[src/rtl/frame_src_pkg.sv]
// Shared types and default image geometry for the frame-source controller.
package frame_src_pkg;

  typedef enum logic [2:0] {
    IDLE,
    CAM_WAIT,
    CAM_FRAME,
    UART_FRAME,
    HOLD
  } state_t;

  typedef enum logic {
    SRC_UART = 1'b0,
    SRC_CAM  = 1'b1
  } src_t;

  localparam int DEF_DATA_WIDTH = 8;
  localparam int DEF_IMG_WIDTH  = 170;
  localparam int DEF_IMG_HEIGHT = 240;

endpackage

[src/rtl/frame_addr_counter.sv]
// Linear frame-buffer address counter: clear, increment, saturate at the last pixel.
module frame_addr_counter #(
  parameter int TOTAL_PIXELS = 40800,
  parameter int ADDR_WIDTH   = $clog2(TOTAL_PIXELS)
) (
  input  logic                  clk,
  input  logic                  reset,
  input  logic                  clear,
  input  logic                  inc,
  output logic [ADDR_WIDTH-1:0] count,
  output logic                  last
);

  localparam logic [ADDR_WIDTH-1:0] LAST_ADDR = ADDR_WIDTH'(TOTAL_PIXELS - 1);
  localparam logic [ADDR_WIDTH-1:0] AFTER_CLR = (TOTAL_PIXELS > 1) ? ADDR_WIDTH'(1) : '0;

  assign last = (count == LAST_ADDR);

  // clear+inc together means the pixel lands at address 0, so the next address is 1
  always_ff @(posedge clk or negedge reset) begin
    if (!reset) begin
      count <= '0;
    end else if (clear) begin
      count <= inc ? AFTER_CLR : '0;
    end else if (inc && !last) begin
      count <= count + ADDR_WIDTH'(1);
    end
  end

endmodule

[src/rtl/frame_src_ctrl.sv]
// Selects camera or UART as the frame source per frame, writes pixels linearly
// into the frame buffer and holds each finished frame until downstream acks it.
module frame_src_ctrl
  import frame_src_pkg::*;
#(
  parameter int DATA_WIDTH   = DEF_DATA_WIDTH,
  parameter int IMG_WIDTH    = DEF_IMG_WIDTH,
  parameter int IMG_HEIGHT   = DEF_IMG_HEIGHT,
  parameter int TOTAL_PIXELS = IMG_WIDTH * IMG_HEIGHT,
  parameter int ADDR_WIDTH   = $clog2(TOTAL_PIXELS)
) (
  input  logic                    clk,
  input  logic                    reset,
  input  logic                    mode_req,
  input  logic                    cam_vsync,
  input  logic                    cam_valid,
  input  logic [3*DATA_WIDTH-1:0] cam_rgb,
  input  logic                    uart_pixel_done,
  input  logic [3*DATA_WIDTH-1:0] uart_rgb,
  input  logic                    uart_frame_done,
  input  logic                    frame_ack,
  output logic                    cam_mode,
  output logic                    fb_we,
  output logic [ADDR_WIDTH-1:0]   fb_addr,
  output logic [3*DATA_WIDTH-1:0] fb_wdata,
  output logic                    frame_ready,
  output logic                    busy,
  output logic                    short_frame,
  output logic                    overrun
);

  state_t                  state, next_state;
  src_t                    src_q;
  logic [ADDR_WIDTH-1:0]   cnt;
  logic                    cnt_last, cnt_clear, cnt_inc;
  logic                    wr_en, short_hit, ovr_set, ovr_clr, active_strobe;
  logic [ADDR_WIDTH-1:0]   wr_addr;
  logic [3*DATA_WIDTH-1:0] wr_data;

  frame_addr_counter #(
    .TOTAL_PIXELS(TOTAL_PIXELS),
    .ADDR_WIDTH  (ADDR_WIDTH)
  ) u_cnt (
    .clk  (clk),
    .reset(reset),
    .clear(cnt_clear),
    .inc  (cnt_inc),
    .count(cnt),
    .last (cnt_last)
  );

  assign cam_mode      = (src_q == SRC_CAM);
  assign active_strobe = cam_mode ? cam_valid : uart_pixel_done;

  always_ff @(posedge clk or negedge reset) begin
    if (!reset) state <= IDLE;
    else        state <= next_state;
  end

  always_comb begin
    next_state = state;
    cnt_clear  = 1'b0;
    cnt_inc    = 1'b0;
    wr_en      = 1'b0;
    wr_addr    = cnt;
    wr_data    = '0;
    short_hit  = 1'b0;
    ovr_set    = 1'b0;
    ovr_clr    = 1'b0;
    case (state)
      IDLE: begin
        cnt_clear  = 1'b1;
        next_state = mode_req ? CAM_WAIT : UART_FRAME;
      end
      CAM_WAIT: begin
        if (cam_vsync) begin
          cnt_clear  = 1'b1;
          next_state = CAM_FRAME;
        end
      end
      CAM_FRAME: begin
        if (cam_vsync) begin
          cnt_clear = 1'b1;
          short_hit = (cnt != '0);
        end
        // a pixel coincident with vsync belongs to the new frame
        if (cam_valid) begin
          wr_en   = 1'b1;
          cnt_inc = 1'b1;
          wr_data = cam_rgb;
          wr_addr = cam_vsync ? '0 : cnt;
          if (!cam_vsync && cnt_last) next_state = HOLD;
        end
      end
      UART_FRAME: begin
        if (uart_pixel_done) begin
          wr_en   = 1'b1;
          cnt_inc = 1'b1;
          wr_data = uart_rgb;
          if (cnt_last) next_state = HOLD;
        end
        if (uart_frame_done) next_state = HOLD;
      end
      HOLD: begin
        if (frame_ack) begin
          next_state = IDLE;
          ovr_clr    = 1'b1;
        end else if (active_strobe) begin
          ovr_set = 1'b1;
        end
      end
      default: next_state = IDLE;
    endcase
  end

  // outputs are registered from the decoded next state so they line up with the write
  always_ff @(posedge clk or negedge reset) begin
    if (!reset) begin
      src_q       <= SRC_UART;
      fb_we       <= 1'b0;
      fb_addr     <= '0;
      fb_wdata    <= '0;
      frame_ready <= 1'b0;
      busy        <= 1'b0;
      short_frame <= 1'b0;
      overrun     <= 1'b0;
    end else begin
      if (state == IDLE) src_q <= src_t'(mode_req);
      fb_we <= wr_en;
      if (wr_en) begin
        fb_addr  <= wr_addr;
        fb_wdata <= wr_data;
      end
      frame_ready <= (next_state == HOLD);
      busy        <= (next_state == CAM_WAIT) || (next_state == CAM_FRAME) ||
                     (next_state == UART_FRAME);
      short_frame <= short_hit;
      if (ovr_clr)      overrun <= 1'b0;
      else if (ovr_set) overrun <= 1'b1;
    end
  end

endmodule

[config.mk]
export PLATFORM = sky130hd
export DESIGN_NAME = frame_src_ctrl
export DESIGN_NICKNAME = d
export VERILOG_FILES = /design/src/rtl/frame_src_pkg.sv /design/src/rtl/frame_addr_counter.sv /design/src/rtl/frame_src_ctrl.sv
export SDC_FILE = /design/constraint.sdc
export NUM_CORES = 1
export LEC_CHECK = 0
export BUFFER_PORTS_ARGS = -buffer_cell sky130_fd_sc_hd__clkbuf_2
export CAP_MARGIN = 10
export CELL_PAD_IN_SITES_DETAIL_PLACEMENT = 0
export CELL_PAD_IN_SITES_GLOBAL_PLACEMENT = 1
export CORE_UTILIZATION = 41
export DETAILED_ROUTE_END_ITERATION = 8
export GPL_ROUTABILITY_DRIVEN = 0
export PLACE_DENSITY_LB_ADDON = 0.1
export SYNTH_ARGS = -nofsm -noshare
export SYNTH_HDL_FRONTEND = slang
export SYNTH_SLANG_ARGS = --single-unit
[constraint.sdc]
create_clock -name clk -period 3.6 [get_ports clk]
set_input_delay 0.36 -clock clk [delete_from_list [all_inputs] [get_ports clk]]
set_output_delay 0.36 -clock clk [all_outputs]
set_load 0.01 [all_outputs]
# Yosys cells after proc, flatten, opt, wreduce, memory -nomap -nowiden

Cells that the tools add are included.

Register bits: 65
Input port bits: 56
Output and inout port bits: 46
Word-level logic and storage cells: 64

Add/sub/neg operators: 1
Eq/ne operators: 9
Muxes and demuxes: 33
Reductions and logical operators: 11

Operators by type and width:

| operator                | number |
|---|---|
| $mux W16                | 5 |
| $mux W24                | 2 |
| $pmux W24 S2            | 1 |
| $mux W3                 | 7 |
| $add A16 B1 Y16 const B | 1 |
| $eq A16 B16 Y1 const B  | 1 |
| $reduce_bool A16 Y1     | 1 |
| $pmux W3 S5             | 1 |
| $mux W1                 | 14 |
| $eq A3 B2 Y1 const B    | 4 |
| $eq A3 B1 Y1 const B    | 2 |
| $eq A3 B3 Y1 const B    | 2 |
| $pmux W1 S2             | 2 |
| $reduce_bool A2 Y1      | 2 |
| $logic_not A3 Y1        | 1 |
| $logic_and A1 B1 Y1     | 2 |
| $logic_not A1 Y1        | 2 |
| $logic_or A1 B1 Y1      | 2 |
| $mux W2                 | 1 |
| $reduce_or A2 Y1        | 1 |

# Logic depth before layout (Yosys ltp)

Depth in word-level cells: 8
Gate-level depth with buffers: 7
Depth with buffers taken out: 5

# Modules after synthesis

Synthesis repeated with hierarchy kept, for this count alone.

Cell total of the unflattened synthesis: 264
Area total of the unflattened synthesis: 3054.2 sq um

By module, submodules not included:

| module             | instances | cells each | area each (sq um) |
|---|---|---|---|
| frame_src_ctrl     | 1         | 167        | 2135.8 |
| frame_addr_counter | 1         | 97         | 918.4 |

# Least setup slack after synthesis

No wires, ideal clock.

Path kind: reg2reg
Start point: register u_cnt.count[5]
End point: register u_cnt.count[0]
Setup time: 142 ps
Arrival: 1748 ps
Data required time: 3458 ps
Setup slack: 1710 ps
Stages on the path, launching flop included: 6
Period minus slack after synthesis: 1890 ps
Cells stage by stage: dfrtp_1 > or4_1 > buf_2 > nor4_4 > or3_2 > o221ai_1

Cells in the longest elaborated chain, start to end: 4

Ends and longest elaborated chain:

| what                                | line                     | text |
|---|---|---|
| start: declaration                  | frame_addr_counter.sv:10 | `output logic [ADDR_WIDTH-1:0] count,` |
| start signal: assignment            | frame_addr_counter.sv:24 | `count <= inc ? AFTER_CLR : '0;` |
| start signal: assignment            | frame_addr_counter.sv:26 | `count <= count + ADDR_WIDTH'(1);` |
| $eq A16 B16 Y1                      | frame_addr_counter.sv:17 | `assign last = (count == LAST_ADDR);` |
| $logic_not A1 Y1                    | frame_addr_counter.sv:25 | `end else if (inc && !last) begin` |
| $logic_and A1 B1 Y1                 | frame_addr_counter.sv:25 |  |
| $reduce_bool A2 Y1 (no source line) | --                       |  |

No other way between the ends.
A chain may end at the register's enable or synchronous reset.

# Worst setup path in the final report

Start point: register state[0]
End point: register fb_addr[11]

Cells in the longest elaborated chain, start to end: 2

Ends and longest elaborated chain:

| what                     | line                  | text |
|---|---|---|
| start: declaration       | frame_src_ctrl.sv:32  | `state_t state, next_state;` |
| start signal: assignment | frame_src_ctrl.sv:57  | `else state <= next_state;` |
| $eq A3 B2 Y1             | --                    |  |
| $pmux W1 S2 (*)          | --                    |  |
| named net cnt_inc        | frame_src_ctrl.sv:35  | `logic cnt_last, cnt_clear, cnt_inc;` |
| end signal: assignment   | frame_src_ctrl.sv:131 | `fb_addr <= wr_addr;` |
| end: declaration         | frame_src_ctrl.sv:24  | `output logic [ADDR_WIDTH-1:0] fb_addr,` |

The timed path passes the listed nets; every way through them passes the cells marked *.

==> reports/metrics.cfg <==
[power_and_ir_drop]
internal_power_mw=1.74
total_leakage_power_nw=1.89
finalPower_mw=2.73
net-switching-power_mw=0.991
seqPwrFrac_pct=39.1
p_per_area_mw_per_mm2=713
ir_drop_mv=0.333
p_clk_share_pct=24.2
p_comb_share_pct=36.7
p_sw_share_pct=36.3

[setup_path]
cp-start-kind=flop
path_max_fanout=42
slowest_delay_ns=0.62
crit_type=flop to flop
reg2reg_depth=6
worst-path-buf-inv=2
cp_cell_sequence=mux2i_1 > nand2b_2 > buf_4 > inv_1 > nand2_1 > o21ai_0
crit_cells=6
cp_slowest_cell=nand2b_2
path_delay_family=simple AND/OR/NAND/NOR gates
required_ns=3.79
crit_path_end_kind=flop
worstPathArrival_ns=2.51

[timing]
finalSetupTns_ns=0
finalCritPeriodShare_pct=64.6
relSlewSlack_pct=37.0
rsz0062_at_grt=false
post-route-min-period_ns=2.33
hold_viol=0
slew_viol_final=0
fmax_ghz=0.430
worstMarginPinSlew_ns=0.945
finClkSkew_ns=0.0101
setup_ws_ns=1.27
worst_hold_slack_ns=0.173
setup_viol=0

[global_route]
grt_usage_pct=20.3
gr-total-overflow=0
grt_pass1_wl_um=12000
grt_pass1_vias=2487
grt_max_degree=43
antenna_found_initial=0

[layout]
n_antenna_cell=0
fin_util_pct=52.8
layout_commonest_cell=clkbuf_2
fin_area_mm2=0.00383
area_growth_pct=25.2
final_cell_mix=100 x clkbuf_2, 65 x dfrtp_1, 34 x inv_1
final_nets=444
nFillCells=686
layout-drive-gt1-share_pct=32.6
finalNonFillerCells=489

[logic_synthesis]
yosys.area.top_type=dfrtp_1
syn_nets=353
synth_cell_types=42
synth_warnings=0
synth_top_area_share_pct=53.1
yosys_most_used_dff=dfrtp_1
synth.yosys.seq_area_share_pct=53.1
async_flop_share_pct=100
syn-cell-area_mm2=0.00306
avgSynthCellArea_um2=10.4
synth-edff-count=0
ys_ff_latch=65
syn_inst=295
synthTopCellsByArea=dfrtp_1 53%, a222oi_1 7.8%, o21ai_0 4.9%

[worst_hold_path]
hp-class=primary input to async pin

[cts]
clk_latency_ns=0.34
root_buffer=clkbuf_8
cts_tree=built
cts_max_path_buffers=2
postCtsSetupBuffers=0
clk_pin_slew_ns=0.07
postCtsHoldBufs=0
ctsResizeCount=0
numCtsBuffers=9
clock_sinks=65
htreeDepth=3

[detailed_routing]
drt_iter0_drc=268
vias_per_cell=5.44
vias=2659
totalWireLength_um=7130
ant_nets=0
dr.pass1.iters=9
wire_per_inst_um=14.6
drc=0

[placement]
dp.final_hpwl_um=5020
dpl-instance-area_mm2=0.00362
placement.io_buffers=101
pre_cts_slack_ns=1.26
place_inst=474

[floorplanning]
die-width_um=88.4
die-area_mm2=0.00782
ioPinCount=102
die_h_um=88.4
start_util_pct=42.2
coreArea_mm2=0.00725
rows=31

[flow_run]
maxCapViolCount=0

[run_status]
status=finished, final reports clean

==> layer usage <==
metal | GRT usage, % | up-vias | routed length [um]
li1 | - | 1288 | -
met1 | 28.1 | 1242 | 3360
met2 | 29.7 | 118 | 3140
met3 | 5.04 | 11 | 496
met4 | 10.4 | 0 | 132
met5 | 0 | - | 0
==> cells in the mapped netlist, types with 2 or more instances <==
master,number
nor3b_1,4
o21ai_0,30
mux2_2,2
nor4_1,7
nand4b_1,2
dfrtp_1,65
nor3_1,2
inv_1,34
or4_2,2
nand4_1,3
clkbuf_1,20
o31ai_1,12
nor4b_1,2
nand2_1,20
nor2_1,4
a21oi_1,8
nand3_1,5
o221ai_1,4
o21bai_1,6
nand2b_1,2
and3_1,4
a222oi_1,24
buf_2,2
or4_1,5
ha_1,2
mux2i_1,8
==> layout make-up <==
class | count | area [um^2] | share of cell area [%]
repair buffers | 104 | 528 | 13.8
multi-input cells | 172 | 1220 | 31.7
clock buffers | 12 | 145 | 3.79
well taps | 99 | 124 | 3.23
inverters | 34 | 128 | 3.33
flip-flops and latches | 65 | 1630 | 42.4
clock inverters | 3 | 65.1 | 1.70
==> power by group through the flow <==
stage | clock, mW | sequential, mW | combinational (mW)
final | 0.662 | 1.07 | 1.00
after global routing | 0.712 | 1.09 | 1.13
after floorplan | 0 | 1.11 | 0.629
after CTS | 0.683 | 1.07 | 1.01
after detailed placement | 0 | 1.07 | 1.02
after global placement | 0 | 1.08 | 1.00
==> flip-flops by register name (all words and copies together), names as in the netlist <==
signal       cells
fb_wdata        24
overrun          1
busy             1
state            3
u_cnt.count     16
short_frame      1
cam_mode         1
fb_addr         16
fb_we            1
frame_ready      1
==> path summary, 6_finish.rpt <==
check / startpoint / end / slack, ns
max in group asynchronous: reset / fb_wdata[22]$_DFFE_PN0P_ / 2.57
setup reg to reg: state[0]$_DFF_PN0_ / fb_addr[11]$_DFFE_PN0P_ / 1.27
hold reg to reg: fb_addr[14]$_DFFE_PN0P_ / fb_addr[14]$_DFFE_PN0P_ / 0.47
setup / recovery: state[0]$_DFF_PN0_ / fb_addr[11]$_DFFE_PN0P_ / 1.27
min in group clk: frame_ack / overrun$_DFFE_PN0P_ / 0.21
hold / removal: reset / fb_addr[7]$_DFFE_PN0P_ / 0.17
==> cells by family (layout without fill, tap and decap cells) <==
family | count (synthesis) | after routing | share of synthesized area [%]
adder cells (fa/ha/maj) | 3 | 3 | 1.14
multiplexers | 10 | 10 | 3.35
flip-flops | 65 | 65 | 53.1
XOR/XNOR | 1 | 1 | 0.286
AO/OA/AOI/OAI | 90 | 90 | 21.2
buffers and inverters | 58 | 153 | 7.23
AND/OR/NAND/NOR | 68 | 68 | 13.7
Power figures use the tool's default switching activity.
